`config.mk`:
```
export PLATFORM = sky130hd
export DESIGN_NAME = dca_lsu_rdata_gather
export DESIGN_NICKNAME = d
export VERILOG_FILES = /design/src/rtl/dca_lsu_rdata_gather.sv
export SDC_FILE = /design/constraint.sdc
export NUM_CORES = 1
export LEC_CHECK = 0
export BUFFER_PORTS_ARGS = -buffer_cell sky130_fd_sc_hd__buf_2
export CELL_PAD_IN_SITES_DETAIL_PLACEMENT = 1
export CELL_PAD_IN_SITES_GLOBAL_PLACEMENT = 1
export CORE_MARGIN = 2
export CORE_UTILIZATION = 29
export CTS_BUF_LIST = sky130_fd_sc_hd__clkbuf_8
export CTS_CLUSTER_DIAMETER = 100
export CTS_CLUSTER_SIZE = 25
export DETAILED_ROUTE_END_ITERATION = 16
export PLACE_DENSITY = 0.7
export SYNTH_ARGS = -nofsm -noshare
export SYNTH_HDL_FRONTEND = slang
export SYNTH_SLANG_ARGS = --single-unit
```
`constraint.sdc`:
```
create_clock -name clk -period 3.64 [get_ports clk]
set_clock_uncertainty 0.2 [all_clocks]
set_input_delay 0.546 -clock clk [delete_from_list [all_inputs] [get_ports clk]]
set_output_delay 0.546 -clock clk [all_outputs]
set_load 0.1 [all_outputs]
```
`src/rtl/dca_lsu_rdata_gather.sv`:
```
// AXI read-data gatherer: packs NUM_BEAT R beats into one memory row and
// presents it downstream together with the transaction tag queued at AR time.
// Response errors and framing errors (early or missing rlast) mark the row.
module dca_lsu_rdata_gather #(
  parameter int BW_DATA              = 32,
  parameter int BW_MEMORY_ROW_BUFFER = 128,
  parameter int BW_TXN_INFO          = 8
) (
  input  logic                            clk,
  input  logic                            rst,
  input  logic                            clear,
  input  logic                            info_valid,
  output logic                            info_ready,
  input  logic [BW_TXN_INFO-1:0]          info,
  input  logic                            rvalid,
  output logic                            rready,
  input  logic [BW_DATA-1:0]              rdata,
  input  logic [1:0]                      rresp,
  input  logic                            rlast,
  output logic                            row_valid,
  input  logic                            row_ready,
  output logic [BW_MEMORY_ROW_BUFFER-1:0] row_data,
  output logic [BW_TXN_INFO-1:0]          row_info,
  output logic                            row_error,
  output logic                            err_sticky
);

  localparam int NUM_BEAT    = BW_MEMORY_ROW_BUFFER / BW_DATA;
  localparam int BW_BEAT_CNT = (NUM_BEAT > 1) ? $clog2(NUM_BEAT) : 1;
  localparam logic [BW_BEAT_CNT-1:0] LAST_BEAT = BW_BEAT_CNT'(NUM_BEAT - 1);

  typedef enum logic {COLLECT, HOLD} state_t;

  state_t                          state;
  logic [BW_TXN_INFO-1:0]          fifo_mem [2];
  logic                            wr_ptr;
  logic                            rd_ptr;
  logic [1:0]                      fifo_cnt;
  logic [BW_BEAT_CNT-1:0]          beat_cnt;
  logic [BW_MEMORY_ROW_BUFFER-1:0] row_buf;
  logic                            error_acc;
  logic                            err_flag;

  logic flush;
  logic push;
  logic pop;
  logic r_hs;
  logic final_beat;
  logic framing_err;
  logic end_row;

  assign flush       = rst | clear;
  assign info_ready  = (fifo_cnt != 2'd2);
  assign rready      = (state == COLLECT) && (fifo_cnt != 2'd0);
  assign row_valid   = (state == HOLD);
  assign row_data    = row_buf;
  assign row_info    = fifo_mem[rd_ptr];
  assign row_error   = (state == HOLD) && error_acc;
  assign err_sticky  = err_flag;

  assign push        = info_valid & info_ready;
  assign pop         = (state == HOLD) & row_ready;
  assign r_hs        = rvalid & rready;
  assign final_beat  = (beat_cnt == LAST_BEAT);
  // rlast must coincide exactly with the final slot; any disagreement is framing
  assign framing_err = r_hs & (final_beat != rlast);
  assign end_row     = r_hs & (final_beat | rlast);

  // Two-entry tag queue; a push and a pop in the same cycle leave occupancy unchanged
  always_ff @(posedge clk) begin
    if (flush) begin
      wr_ptr      <= 1'b0;
      rd_ptr      <= 1'b0;
      fifo_cnt    <= 2'd0;
      fifo_mem[0] <= '0;
      fifo_mem[1] <= '0;
    end else begin
      if (push) begin
        fifo_mem[wr_ptr] <= info;
        wr_ptr           <= ~wr_ptr;
      end
      if (pop) begin
        rd_ptr <= ~rd_ptr;
      end
      case ({push, pop})
        2'b10:   fifo_cnt <= fifo_cnt + 2'd1;
        2'b01:   fifo_cnt <= fifo_cnt - 2'd1;
        default: fifo_cnt <= fifo_cnt;
      endcase
    end
  end

  // Collect beats into the row buffer, then hold the row until downstream accepts it
  always_ff @(posedge clk) begin
    if (flush) begin
      state     <= COLLECT;
      beat_cnt  <= '0;
      row_buf   <= '0;
      error_acc <= 1'b0;
      err_flag  <= 1'b0;
    end else begin
      case (state)
        COLLECT: begin
          if (r_hs) begin
            for (int k = 0; k < NUM_BEAT; k++) begin
              if (beat_cnt == BW_BEAT_CNT'(k)) begin
                row_buf[k*BW_DATA +: BW_DATA] <= rdata;
              end
            end
            error_acc <= error_acc | (rresp != 2'b00) | framing_err;
            if (framing_err) begin
              err_flag <= 1'b1;
            end
            if (end_row) begin
              state <= HOLD;
            end else begin
              beat_cnt <= beat_cnt + 1'b1;
            end
          end
        end
        HOLD: begin
          if (row_ready) begin
            row_buf   <= '0;
            beat_cnt  <= '0;
            error_acc <= 1'b0;
            state     <= COLLECT;
          end
        end
        default: state <= COLLECT;
      endcase
    end
  end

endmodule

```
==> flow_results.xml, run 1 <==
<?xml version="1.0" encoding="UTF-8"?>
<metrics>
  <group name="power">
    <metric name="switchingPower" unit="mW">0.806</metric>
    <metric name="clockPowerShare" unit="%">38.6</metric>
    <metric name="cellPowerDensity" unit="nW/µm²">428</metric>
    <metric name="total_leakage_power" unit="nW">4.10</metric>
    <metric name="sw_frac_of_total" unit="%">25.2</metric>
    <metric name="internal_power" unit="mW">2.39</metric>
    <metric name="comb_power_share" unit="%">7.2</metric>
    <metric name="p_total" unit="mW">3.19</metric>
    <metric name="sequential_share_of_power" unit="%">54.2</metric>
    <metric name="vdd.ir_drop.worst" unit="mV">0.191</metric>
  </group>
  <group name="route">
    <metric name="ant_nets" unit="">0</metric>
    <metric name="drt_drc_violations_left" unit="">0</metric>
    <metric name="routed_wire_length_per_instance" unit="µm">16.1</metric>
    <metric name="vias" unit="">4468</metric>
    <metric name="via_per_inst" unit="">4.39</metric>
    <metric name="drt_iter0_markers" unit="">106</metric>
    <metric name="drt_wl_total" unit="mm">16.4</metric>
    <metric name="first_drt_pass_iteration_count" unit="">4</metric>
  </group>
  <group name="sta">
    <metric name="grt_setup_unrepaired" unit="">no</metric>
    <metric name="portion_of_the_clock_cycle_consumed_by_the_worst_path_in_the_final_layout" unit="%">66.8</metric>
    <metric name="final_number_of_setup_violating_endpoints" unit="">0</metric>
    <metric name="hold_viol_final" unit="">0</metric>
    <metric name="achievable-frequency" unit="MHz">411</metric>
    <metric name="worst_slew_pin_slew" unit="ns">0.660</metric>
    <metric name="final.setup.tns" unit="ns">0</metric>
    <metric name="timing.max_slew.rel_slack" unit="%">56.0</metric>
    <metric name="finalMaxSlewViolations" unit="">0</metric>
    <metric name="post_layout_min_period" unit="ns">2.43</metric>
  </group>
  <group name="cells_and_area">
    <metric name="final_cell_area" unit="µm²">7460</metric>
    <metric name="post_route_cells_drive_above_1_share" unit="%">32.3</metric>
    <metric name="n_antenna_cell" unit="">0</metric>
    <metric name="area_taken_by_multi_input_logic_gates" unit="µm²">2460</metric>
    <metric name="utilization" unit="%">37.1</metric>
    <metric name="final-seq-area" unit="µm²">3240</metric>
    <metric name="area.growth.synth_to_final" unit="%">26.1</metric>
    <metric name="finish.net_count" unit="">793</metric>
    <metric name="filler_cell_count" unit="">2303</metric>
  </group>
  <group name="synthesis">
    <metric name="syn_inst_count" unit="">556</metric>
    <metric name="synth.cells.most_frequent" unit="">sky130_fd_sc_hd__nand2_1 (167), sky130_fd_sc_hd__dfxtp_1 (138), sky130_fd_sc_hd__mux2i_1 (130)</metric>
    <metric name="postSynth.asyncResetShare" unit="%">0</metric>
    <metric name="dominantRegCellSynth" unit="">sky130_fd_sc_hd__dfxtp_1</metric>
    <metric name="proportion_of_synthesized_chip_area_in_sequential_cells" unit="%">54.8</metric>
    <metric name="ys_seq_elements" unit="">154</metric>
    <metric name="synth-edff-count" unit="">16</metric>
    <metric name="synthDominantCellAreaShare" unit="%">46.7</metric>
    <metric name="synth.area.top_cells" unit="">sky130_fd_sc_hd__dfxtp_1 (47%), sky130_fd_sc_hd__mux2i_1 (22%), sky130_fd_sc_hd__nand2_1 (11%)</metric>
    <metric name="synth_warnings" unit="">0</metric>
    <metric name="yosysUniqueCellTypes" unit="">32</metric>
    <metric name="number_of_nets_produced_by_synthesis" unit="">611</metric>
    <metric name="synth_most_common_cell" unit="">sky130_fd_sc_hd__nand2_1</metric>
    <metric name="post_synthesis_instance_area" unit="µm²">5920</metric>
    <metric name="synth.avg_cell_area" unit="µm²">10.6</metric>
    <metric name="synthDominantAreaCellType" unit="">sky130_fd_sc_hd__dfxtp_1</metric>
  </group>
  <group name="placed_design">
    <metric name="port_buffers" unit="">189</metric>
    <metric name="place_area" unit="µm²">7110</metric>
    <metric name="gp_congestion" unit="">0.740</metric>
    <metric name="dp.final_hpwl" unit="mm">10.9</metric>
  </group>
  <group name="outcome">
    <metric name="status" unit="">completed</metric>
  </group>
  <group name="global_routing">
    <metric name="residual_overflow_from_global_routing" unit="">0</metric>
    <metric name="number_of_antenna_violations_at_the_first_check_in_global_routing" unit="">0</metric>
    <metric name="maximum_number_of_pins_on_one_net_before_global_route_repair" unit="">132</metric>
    <metric name="grt_first_pass_wirelength" unit="mm">26.3</metric>
    <metric name="via_count_of_the_first_global_routing_pass" unit="">4784</metric>
    <metric name="global_route.usage.total" unit="%">15.6</metric>
  </group>
  <group name="clock_network">
    <metric name="cts_setup_buffers" unit="">0</metric>
    <metric name="htree_num_levels" unit="">4</metric>
    <metric name="clock_tree.buffer_depth" unit="">2</metric>
    <metric name="tritoncts.num_buffers" unit="">17</metric>
    <metric name="cts.repair.resized" unit="">0</metric>
    <metric name="tritoncts" unit="">built</metric>
    <metric name="sinks_on_clock_net" unit="">154</metric>
    <metric name="clock_latency" unit="ns">0.44</metric>
    <metric name="postCtsHoldBufs" unit="">0</metric>
    <metric name="clock-root-buffer" unit="">sky130_fd_sc_hd__clkbuf_8</metric>
    <metric name="worst_setup_hold_path_clk_slew" unit="ns">0.08</metric>
  </group>
  <group name="setup_path">
    <metric name="slowest_stage" unit="">sky130_fd_sc_hd__dfxtp_1</metric>
    <metric name="worst_ep_arrival_time" unit="ns">1.69</metric>
    <metric name="critPathCaptureType" unit="">output port</metric>
    <metric name="crit_chain" unit="">mux2_2 &gt; buf_2</metric>
    <metric name="cp_required" unit="ns">2.89</metric>
    <metric name="cp-start-kind" unit="">register</metric>
    <metric name="timing_worst_setup_path_type" unit="">reg2out</metric>
    <metric name="path_delay_family" unit="">flip-flops</metric>
    <metric name="number_of_buffer_and_inverter_instances_along_the_worst_setup_path" unit="">1</metric>
    <metric name="cp_max_fo" unit="">8</metric>
    <metric name="max_stage_delay" unit="ns">0.56</metric>
  </group>
  <group name="die">
    <metric name="start_util" unit="%">29.4</metric>
    <metric name="std_cell_rows" unit="">52</metric>
    <metric name="design.die.area" unit="µm²">21600</metric>
    <metric name="core" unit="µm²">20100</metric>
    <metric name="floorplan.die.width" unit="µm">147</metric>
    <metric name="die-height" unit="µm">147</metric>
    <metric name="design.portCount" unit="">190</metric>
  </group>
  <group name="flow_run">
    <metric name="maxCapViolations" unit="">0</metric>
  </group>
  <group name="hold_path">
    <metric name="min-delay-path-class" unit="">in2reg</metric>
  </group>
</metrics>
-- logic make-up after synthesis --
kind of cell | count (synthesis) | synth area share [%]
adder cells (fa/ha/maj) | 6 | 1.27
buffers and inverters | 39 | 3.81
AO/OA/AOI/OAI | 9 | 1.12
AND/OR/NAND/NOR | 207 | 15.1
XOR/XNOR | 3 | 0.444
flip-flops | 154 | 54.8
multiplexers | 138 | 23.5
-- sequential cells by signal, summed over array words and instances (netlist names), named ones only --
signal	cells
beat_cnt	2
err_sticky	1
error_acc	1
fifo_cnt	2
fifo_mem	16
rd_ptr	1
row_data	128
row_valid	1
wr_ptr	1
-- power by group through the flow --
stage                     logic, mW  registers (mW)  clock network (mW)
final                         0.230            1.73                1.23
after global placement        0.233            1.77                   0
after CTS                     0.234            1.73                1.29
after floorplan               0.134            1.80                   0
after detailed placement      0.233            1.77                   0
after global routing          0.246            1.74                1.36
-- path summary, 6_finish.rpt --
kind	from	endpoint	slack, ns	cells after the start
worst max-delay path	register	row_info[7]	1.21	2
worst min-delay path	info[1]	fifo_mem[0][1]$_SDFFCE_PN0P_	0.19	2
worst min register to register	row_data[114]$_SDFFE_PP0P_	row_data[114]$_SDFFE_PP0P_	0.26	2
worst max register to register	row_valid$_SDFF_PP0_	row_data[89]$_SDFFE_PP0P_	1.53	5
-- worst reg2reg max path, cell delays in order (launching register included) --
cell and delay (ns):
sky130_fd_sc_hd__dfxtp_1 0.54, sky130_fd_sc_hd__nor2b_1 0.09, sky130_fd_sc_hd__buf_4 0.18, sky130_fd_sc_hd__nand3_2 0.21
sky130_fd_sc_hd__buf_4 0.54, sky130_fd_sc_hd__mux2i_1 0.26
-- per-layer routing --
metal	GRT usage (%)	wire [µm]	vias to the layer above	part of all wire, %
met2	25.5	7650	114	47
li1	-	-	2205	-
met1	19.4	7440	2139	45
met3	5.65	1130	10	6.9
met5	0	0	-	0
met4	4.76	171	0	1.0
-- stage by stage --
step / setup slack, ns / hold slack, ns / std cells
6_report: 1.21 / 0.194 / 1017
4_1_cts: 1.13 / 0.153 / 1017
3_3_place_gp: 1.39 / 0.241 / 989
3_5_place_dp: 1.27 / 0.251 / 989
2_1_floorplan: 0.696 / 0.232 / 556
5_1_grt: 1.09 / 0.169 / 1017
-- cell usage in the layout (no fill, tap or decap), types with 2 or more instances in the layout --
cell type,count
sky130_fd_sc_hd__edfxtp_1,16
sky130_fd_sc_hd__buf_4,5
sky130_fd_sc_hd__buf_12,3
sky130_fd_sc_hd__nand3b_1,2
sky130_fd_sc_hd__clkbuf_8,18
sky130_fd_sc_hd__and2_1,17
sky130_fd_sc_hd__nand2_1,167
sky130_fd_sc_hd__nor2_1,5
sky130_fd_sc_hd__a21oi_1,3
sky130_fd_sc_hd__or2_2,2
sky130_fd_sc_hd__clkinv_2,4
sky130_fd_sc_hd__bufinv_16,2
sky130_fd_sc_hd__inv_1,6
sky130_fd_sc_hd__nand3_2,4
sky130_fd_sc_hd__mux2_2,8
sky130_fd_sc_hd__xor2_1,2
sky130_fd_sc_hd__nand2b_1,3
sky130_fd_sc_hd__clkinvlp_4,2
sky130_fd_sc_hd__buf_2,189
sky130_fd_sc_hd__dfxtp_1,138
sky130_fd_sc_hd__ha_1,6
sky130_fd_sc_hd__mux2i_1,130
sky130_fd_sc_hd__nor2b_1,2
-- layout make-up --
type,instances,share of cell area [%]
sequential,154,43.5
multi-input combinational,363,33.0
timing repair buffer,197,14.0
tap,270,4.53
clock buffer,18,3.32
clock inverter,10,1.44
inverter,5,0.252
Power figures use the tool's default switching activity.
==> inputs of run 2 (changes only) <==
- PLACE_DENSITY: 0.7 -> 0.72
- clock period: 3.64 -> 2 ns (I/O delays scaled with it)
==> run 2 against run 1 <==
Against the previous run:
- total power is 84% higher
- flip-flop and latch count unchanged
- sequential share of layout area decreased by 3.5 points
- combinational power increased by 130%
- clock power grew 78%
- critical path depth did not move
- first-iteration DRC count decreased by 2.8%
==> flow_results.xml, run 2 (synthesis results as in run 1) <==
<?xml version="1.0" encoding="UTF-8"?>
<metrics>
  <group name="outcome">
    <metric name="status" unit="">completed</metric>
  </group>
  <group name="cells_and_area">
    <metric name="n_antenna_cell" unit="">0</metric>
    <metric name="final-seq-area" unit="µm²">3250</metric>
    <metric name="final_cells" unit="">1070</metric>
    <metric name="layout_commonest_cell" unit="">sky130_fd_sc_hd__buf_2</metric>
    <metric name="area.growth.synth_to_final" unit="%">37.3</metric>
    <metric name="utilization" unit="%">40.4</metric>
    <metric name="filler_cell_count" unit="">2317</metric>
    <metric name="layout_common_cells" unit="">sky130_fd_sc_hd__buf_2 (179), sky130_fd_sc_hd__nand2_1 (167), sky130_fd_sc_hd__dfxtp_1 (134)</metric>
    <metric name="finish.net_count" unit="">844</metric>
    <metric name="post_route_cells_drive_above_1_share" unit="%">32.3</metric>
    <metric name="flip_flop_count_of_the_largest_register_after_layout" unit="">128</metric>
    <metric name="area_taken_by_multi_input_logic_gates" unit="µm²">2480</metric>
  </group>
  <group name="sta">
    <metric name="worst_slew_pin_slew" unit="ns">0.515</metric>
    <metric name="achievable-frequency" unit="MHz">523</metric>
    <metric name="timing.max_slew.rel_slack" unit="%">65.9</metric>
    <metric name="finalMaxSlewViolations" unit="">0</metric>
    <metric name="hold_viol_final" unit="">0</metric>
    <metric name="post_layout_min_period" unit="ns">1.91</metric>
    <metric name="portion_of_the_clock_cycle_consumed_by_the_worst_path_in_the_final_layout" unit="%">95.7</metric>
    <metric name="final.setup.tns" unit="ns">0</metric>
    <metric name="grt_setup_unrepaired" unit="">no</metric>
    <metric name="final_number_of_setup_violating_endpoints" unit="">0</metric>
  </group>
  <group name="global_routing">
    <metric name="via_count_of_the_first_global_routing_pass" unit="">4970</metric>
    <metric name="grt_first_pass_wirelength" unit="mm">26.4</metric>
    <metric name="residual_overflow_from_global_routing" unit="">0</metric>
    <metric name="number_of_antenna_violations_at_the_first_check_in_global_routing" unit="">0</metric>
    <metric name="maximum_number_of_pins_on_one_net_before_global_route_repair" unit="">68</metric>
    <metric name="global_route.usage.total" unit="%">15.7</metric>
  </group>
  <group name="clock_network">
    <metric name="clock_tree.buffer_depth" unit="">2</metric>
    <metric name="tritoncts.num_buffers" unit="">17</metric>
    <metric name="clock-root-buffer" unit="">sky130_fd_sc_hd__clkbuf_8</metric>
    <metric name="htree_num_levels" unit="">4</metric>
    <metric name="worst_setup_hold_path_clk_slew" unit="ns">0.08</metric>
    <metric name="clock_latency" unit="ns">0.44</metric>
    <metric name="tritoncts" unit="">built</metric>
    <metric name="sinks_on_clock_net" unit="">154</metric>
  </group>
  <group name="setup_path">
    <metric name="critPathCaptureType" unit="">output port</metric>
    <metric name="regToRegSetupSlack" unit="ns">0.28</metric>
    <metric name="worst_ep_arrival_time" unit="ns">1.41</metric>
    <metric name="timing_worst_setup_path_type" unit="">reg2out</metric>
    <metric name="cp-start-kind" unit="">register</metric>
    <metric name="timing.reg2reg.worst_path_depth" unit="">5</metric>
    <metric name="cp_required" unit="ns">1.50</metric>
    <metric name="regToRegStartpoint" unit="">beat_cnt[0]$_SDFFE_PP0P_</metric>
    <metric name="worstReg2RegEnd" unit="">error_acc$_SDFFE_PP0P_</metric>
    <metric name="cp_max_fo" unit="">6</metric>
  </group>
  <group name="die">
    <metric name="floorplan.die.width" unit="µm">147</metric>
    <metric name="design.die.area" unit="µm²">21600</metric>
    <metric name="core" unit="µm²">20100</metric>
    <metric name="std_cell_rows" unit="">52</metric>
    <metric name="design.portCount" unit="">190</metric>
    <metric name="die-height" unit="µm">147</metric>
    <metric name="start_util" unit="%">29.4</metric>
  </group>
  <group name="power">
    <metric name="cellPowerDensity" unit="nW/µm²">723</metric>
    <metric name="total_leakage_power" unit="nW">4.37</metric>
    <metric name="p_total" unit="mW">5.87</metric>
    <metric name="sw_frac_of_total" unit="%">25.3</metric>
    <metric name="internal_power" unit="mW">4.38</metric>
    <metric name="vdd.ir_drop.worst" unit="mV">0.332</metric>
    <metric name="switchingPower" unit="mW">1.49</metric>
    <metric name="sequential_share_of_power" unit="%">53.7</metric>
    <metric name="comb_power_share" unit="%">8.9</metric>
    <metric name="clockPowerShare" unit="%">37.4</metric>
  </group>
  <group name="route">
    <metric name="via_per_inst" unit="">4.40</metric>
    <metric name="drt_iter0_markers" unit="">103</metric>
    <metric name="ant_nets" unit="">0</metric>
    <metric name="first_drt_pass_iteration_count" unit="">4</metric>
    <metric name="routed_wire_length_per_instance" unit="µm">15.9</metric>
    <metric name="drt_drc_violations_left" unit="">0</metric>
    <metric name="drt_wl_total" unit="mm">17.0</metric>
    <metric name="vias" unit="">4707</metric>
  </group>
  <group name="placed_design">
    <metric name="dpl.cell_count" unit="">995</metric>
    <metric name="gp_congestion" unit="">0.741</metric>
    <metric name="port_buffers" unit="">189</metric>
    <metric name="dp.final_hpwl" unit="mm">11.2</metric>
  </group>
  <group name="hold_path">
    <metric name="hold_start" unit="">rdata[6]</metric>
    <metric name="min_to" unit="">row_data[70]$_SDFFE_PP0P_</metric>
    <metric name="hold_path_depth" unit="">3</metric>
    <metric name="min-delay-path-class" unit="">in2reg</metric>
  </group>
  <group name="flow_run">
    <metric name="maxCapViolations" unit="">0</metric>
  </group>
</metrics>
run 2: cell type report:
cell class,instances,area share [%]
Clock buffer,20,3.39
Timing Repair Buffer,248,20.8
Multi-Input combinational cell,363,30.5
Tap cell,270,4.16
Sequential cell,154,40.0
Inverter,5,0.231
Clock inverter,10,0.985
run 2: through the flow:
| step | worst slack [ns] | cell area (µm²) | hold WS (ns) |
|---|---|---|---|
| after floorplan | -0.0332 | 5930 | 0.232 |
| after global placement | 0.292 | 7270 | 0.241 |
| after detailed placement | 0.260 | 7270 | 0.249 |
| after CTS | 0.00320 | 8070 | 0.00289 |
| after global routing | 0.00584 | 8130 | 0.00912 |
| final | 0.0869 | 8130 | 0.0232 |
run 2: layer usage:
metal	vias to the layer above	GRT usage, %	share of wire, %
met1	2268	18.3	43
met4	0	4.47	1.0
li1	2303	-	-
met5	-	0	0
met2	121	27.8	50
met3	15	4.78	5.6
run 2: how the worst max path moves through the flow:
stage	slack, ns	endpoint	cells past startpoint	start
floorplan	-0.03	rready	3	fifo_cnt[1]$_SDFFE_PP0P_
global placement	0.29	row_info[4]	2	register
detailed placement	0.26	fifo_cnt[1]$_SDFFE_PP0P_	5	fifo_cnt[0]$_SDFFE_PP0P_
CTS	0.003	rready	3	fifo_cnt[1]$_SDFFE_PP0P_
global route	0.006	row_info[2]	2	register
finish	0.09	info_ready	2	fifo_cnt[0]$_SDFFE_PP0P_
run 2: worst max-delay path, cell delays in order, from the launching register on:
cell and delay, ns:
sky130_fd_sc_hd__dfxtp_2 0.37, sky130_fd_sc_hd__nand2b_4 0.16, sky130_fd_sc_hd__buf_2 0.44
run 2: power by group through the flow:
stage	registers [mW]	clock network (mW)	logic (mW)
5_1_grt	3.16	2.42	0.560
3_3_place_gp	3.23	0	0.440
6_report	3.15	2.19	0.526
4_1_cts	3.15	2.29	0.513
2_1_floorplan	3.28	0	0.246
3_5_place_dp	3.23	0	0.440
run 2: what timing repair did:
action | CTS | global route
setup buffers | 0 | 3
setup endpoints to repair | 11 | 9
hold endpoints to repair | 122 | 0
pin swaps | 0 | 1
hold buffers | 42 | 0
gates resized for setup | 14 | 8
cloned | 0 | 0
==> inputs of run 3 (changes only) <==
- CAP_MARGIN: unset -> 5
- RECOVER_POWER: unset -> 100
==> run 3 against run 2 <==
Against the previous run:
- design area is 0.18% lower
- routed wire length is 0.56% lower
- largest cell class unchanged
- combinational power is 1% lower
- sequential share of layout area is 0.074 points higher
- highest routed layer unchanged
- critical path type unchanged
==> flow_results.xml, run 3 (synthesis results as in run 1) <==
<?xml version="1.0" encoding="UTF-8"?>
<metrics>
  <group name="outcome">
    <metric name="status" unit="">completed</metric>
  </group>
  <group name="setup_path">
    <metric name="regToRegStartpoint" unit="">beat_cnt[0]$_SDFFE_PP0P_</metric>
    <metric name="timing.reg2reg.worst_path_depth" unit="">5</metric>
    <metric name="regToRegSetupSlack" unit="ns">0.27</metric>
    <metric name="worstReg2RegEnd" unit="">error_acc$_SDFFE_PP0P_</metric>
    <metric name="cp-start-kind" unit="">register</metric>
    <metric name="endpoint" unit="">rready</metric>
    <metric name="timing.critical_path.from" unit="">fifo_cnt[0]$_SDFFE_PP0P_</metric>
    <metric name="cp_max_fo" unit="">6</metric>
    <metric name="cp_required" unit="ns">1.50</metric>
    <metric name="worst_ep_arrival_time" unit="ns">1.41</metric>
    <metric name="critPathCaptureType" unit="">output port</metric>
    <metric name="timing_worst_setup_path_type" unit="">reg2out</metric>
  </group>
  <group name="clock_network">
    <metric name="clock_latency" unit="ns">0.43</metric>
    <metric name="tritoncts.num_buffers" unit="">17</metric>
    <metric name="htree_num_levels" unit="">4</metric>
    <metric name="tritoncts" unit="">built</metric>
    <metric name="clock_tree.buffer_depth" unit="">2</metric>
    <metric name="sinks_on_clock_net" unit="">154</metric>
    <metric name="worst_setup_hold_path_clk_slew" unit="ns">0.08</metric>
    <metric name="clock-root-buffer" unit="">sky130_fd_sc_hd__clkbuf_8</metric>
  </group>
  <group name="route">
    <metric name="drt_wl_total" unit="mm">16.9</metric>
    <metric name="vias" unit="">4706</metric>
    <metric name="ant_nets" unit="">0</metric>
    <metric name="drt_iter0_markers" unit="">103</metric>
    <metric name="via_per_inst" unit="">4.40</metric>
    <metric name="drt_drc_violations_left" unit="">0</metric>
    <metric name="routed_wire_length_per_instance" unit="µm">15.8</metric>
    <metric name="first_drt_pass_iteration_count" unit="">4</metric>
  </group>
  <group name="power">
    <metric name="vdd.ir_drop.worst" unit="mV">0.330</metric>
    <metric name="total_leakage_power" unit="nW">4.24</metric>
    <metric name="cellPowerDensity" unit="nW/µm²">724</metric>
  </group>
  <group name="global_routing">
    <metric name="residual_overflow_from_global_routing" unit="">0</metric>
    <metric name="global_route.usage.total" unit="%">15.7</metric>
    <metric name="maximum_number_of_pins_on_one_net_before_global_route_repair" unit="">68</metric>
    <metric name="via_count_of_the_first_global_routing_pass" unit="">4970</metric>
    <metric name="grt_first_pass_wirelength" unit="mm">26.4</metric>
    <metric name="number_of_antenna_violations_at_the_first_check_in_global_routing" unit="">0</metric>
  </group>
  <group name="placed_design">
    <metric name="port_buffers" unit="">189</metric>
    <metric name="dpl.cell_count" unit="">995</metric>
    <metric name="dp.final_hpwl" unit="mm">11.2</metric>
    <metric name="gp_congestion" unit="">0.741</metric>
    <metric name="place_area" unit="µm²">7270</metric>
  </group>
  <group name="cells_and_area">
    <metric name="final_cell_area" unit="µm²">8110</metric>
    <metric name="finish.net_count" unit="">844</metric>
    <metric name="final_cells" unit="">1070</metric>
    <metric name="flip_flop_count_of_the_largest_register_after_layout" unit="">128</metric>
    <metric name="layout_commonest_cell" unit="">sky130_fd_sc_hd__nand2_1</metric>
    <metric name="layout_common_cells" unit="">sky130_fd_sc_hd__nand2_1 (167), sky130_fd_sc_hd__dfxtp_1 (134), sky130_fd_sc_hd__mux2i_1 (130)</metric>
    <metric name="area.growth.synth_to_final" unit="%">37.1</metric>
    <metric name="post_route_cells_drive_above_1_share" unit="%">31.9</metric>
    <metric name="n_antenna_cell" unit="">0</metric>
  </group>
  <group name="die">
    <metric name="floorplan.die.width" unit="µm">147</metric>
    <metric name="core" unit="µm²">20100</metric>
    <metric name="std_cell_rows" unit="">52</metric>
    <metric name="die-height" unit="µm">147</metric>
    <metric name="design.die.area" unit="µm²">21600</metric>
    <metric name="start_util" unit="%">29.4</metric>
    <metric name="design.portCount" unit="">190</metric>
  </group>
  <group name="sta">
    <metric name="post_layout_min_period" unit="ns">1.91</metric>
    <metric name="final_number_of_setup_violating_endpoints" unit="">0</metric>
    <metric name="finalMaxSlewViolations" unit="">0</metric>
    <metric name="hold_viol_final" unit="">0</metric>
    <metric name="timing.max_slew.rel_slack" unit="%">61.9</metric>
    <metric name="grt_setup_unrepaired" unit="">no</metric>
    <metric name="portion_of_the_clock_cycle_consumed_by_the_worst_path_in_the_final_layout" unit="%">95.6</metric>
    <metric name="achievable-frequency" unit="MHz">523</metric>
    <metric name="worst_slew_pin_slew" unit="ns">0.574</metric>
  </group>
  <group name="flow_run">
    <metric name="maxCapViolations" unit="">0</metric>
  </group>
  <group name="hold_path">
    <metric name="min-delay-path-class" unit="">in2reg</metric>
  </group>
</metrics>
[run 3: repair_timing]
action,4_1_cts,5_1_grt
resized for setup,14,8
endpoints found under the hold margin,122,0
setup buffers,0,3
hold buffers,42,0
setup endpoints to repair,11,9
pin swaps,0,1
[run 3: how the worst min path moves through the flow]
stage	from	end	slack, ns	cells past startpoint
after floorplan	error_acc$_SDFFE_PP0P_	error_acc$_SDFFE_PP0P_	0.23	1
after global placement	row_data[45]$_SDFFE_PP0P_	row_data[45]$_SDFFE_PP0P_	0.24	2
after detailed placement	row_data[75]$_SDFFE_PP0P_	row_data[75]$_SDFFE_PP0P_	0.25	2
after CTS	rdata[6]	row_data[6]$_SDFFE_PP0P_	0.003	3
after global routing	rdata[30]	row_data[62]$_SDFFE_PP0P_	0.009	3
final	rdata[6]	row_data[70]$_SDFFE_PP0P_	0.03	3
[run 3: metal layers]
metal  wire, µm  up-vias  part of all wire, %  GRT usage, %
met5          0        -                    0             0
met4        185        0                  1.1          4.47
met3        912       17                  5.4          4.78
met2       8540      117                   51          27.8
met1       7270     2270                   43          18.3
li1           -     2302                    -             -
[run 3: where the power goes]
group / switching [mW] / leakage, nW / internal (mW)
clock: 1.14 / 0.185 / 1.05
combinational: 0.332 / 2.76 / 0.189
sequential: 0.0131 / 1.30 / 3.14
[run 3: critical path, cell delays in order (launching register included)]
cell and delay, ns:
sky130_fd_sc_hd__dfxtp_2 0.35, sky130_fd_sc_hd__or2_4 0.28, sky130_fd_sc_hd__nor2b_2 0.16, sky130_fd_sc_hd__buf_6 0.19
[run 3: layout make-up]
type / instances / area [µm²]
fill: 2319 / 12000
sequential: 154 / 3250
multi-input combinational: 363 / 2480
timing repair buffer: 248 / 1670
tap: 270 / 338
clock buffer: 20 / 275
clock inverter: 10 / 80.1
inverter: 5 / 18.8
[run 3: per-stage QoR]
| step | setup WS [ns] | setup TNS, ns | util [%] | hold slack [ns] | power [mW] |
|---|---|---|---|---|---|
| 2_1_floorplan | -0.0332 | -0.0332 | - | 0.232 | 3.53 |
| 3_3_place_gp | 0.292 | 0 | 36.1 | 0.241 | 3.67 |
| 3_5_place_dp | 0.260 | 0 | 36.1 | 0.249 | 3.67 |
| 4_1_cts | 0.00320 | 0 | 40.2 | 0.00289 | 5.96 |
| 5_1_grt | 0.00584 | 0 | 40.3 | 0.00912 | 6.13 |
| 6_report | 0.0874 | 0 | 40.3 | 0.0287 | 5.87 |
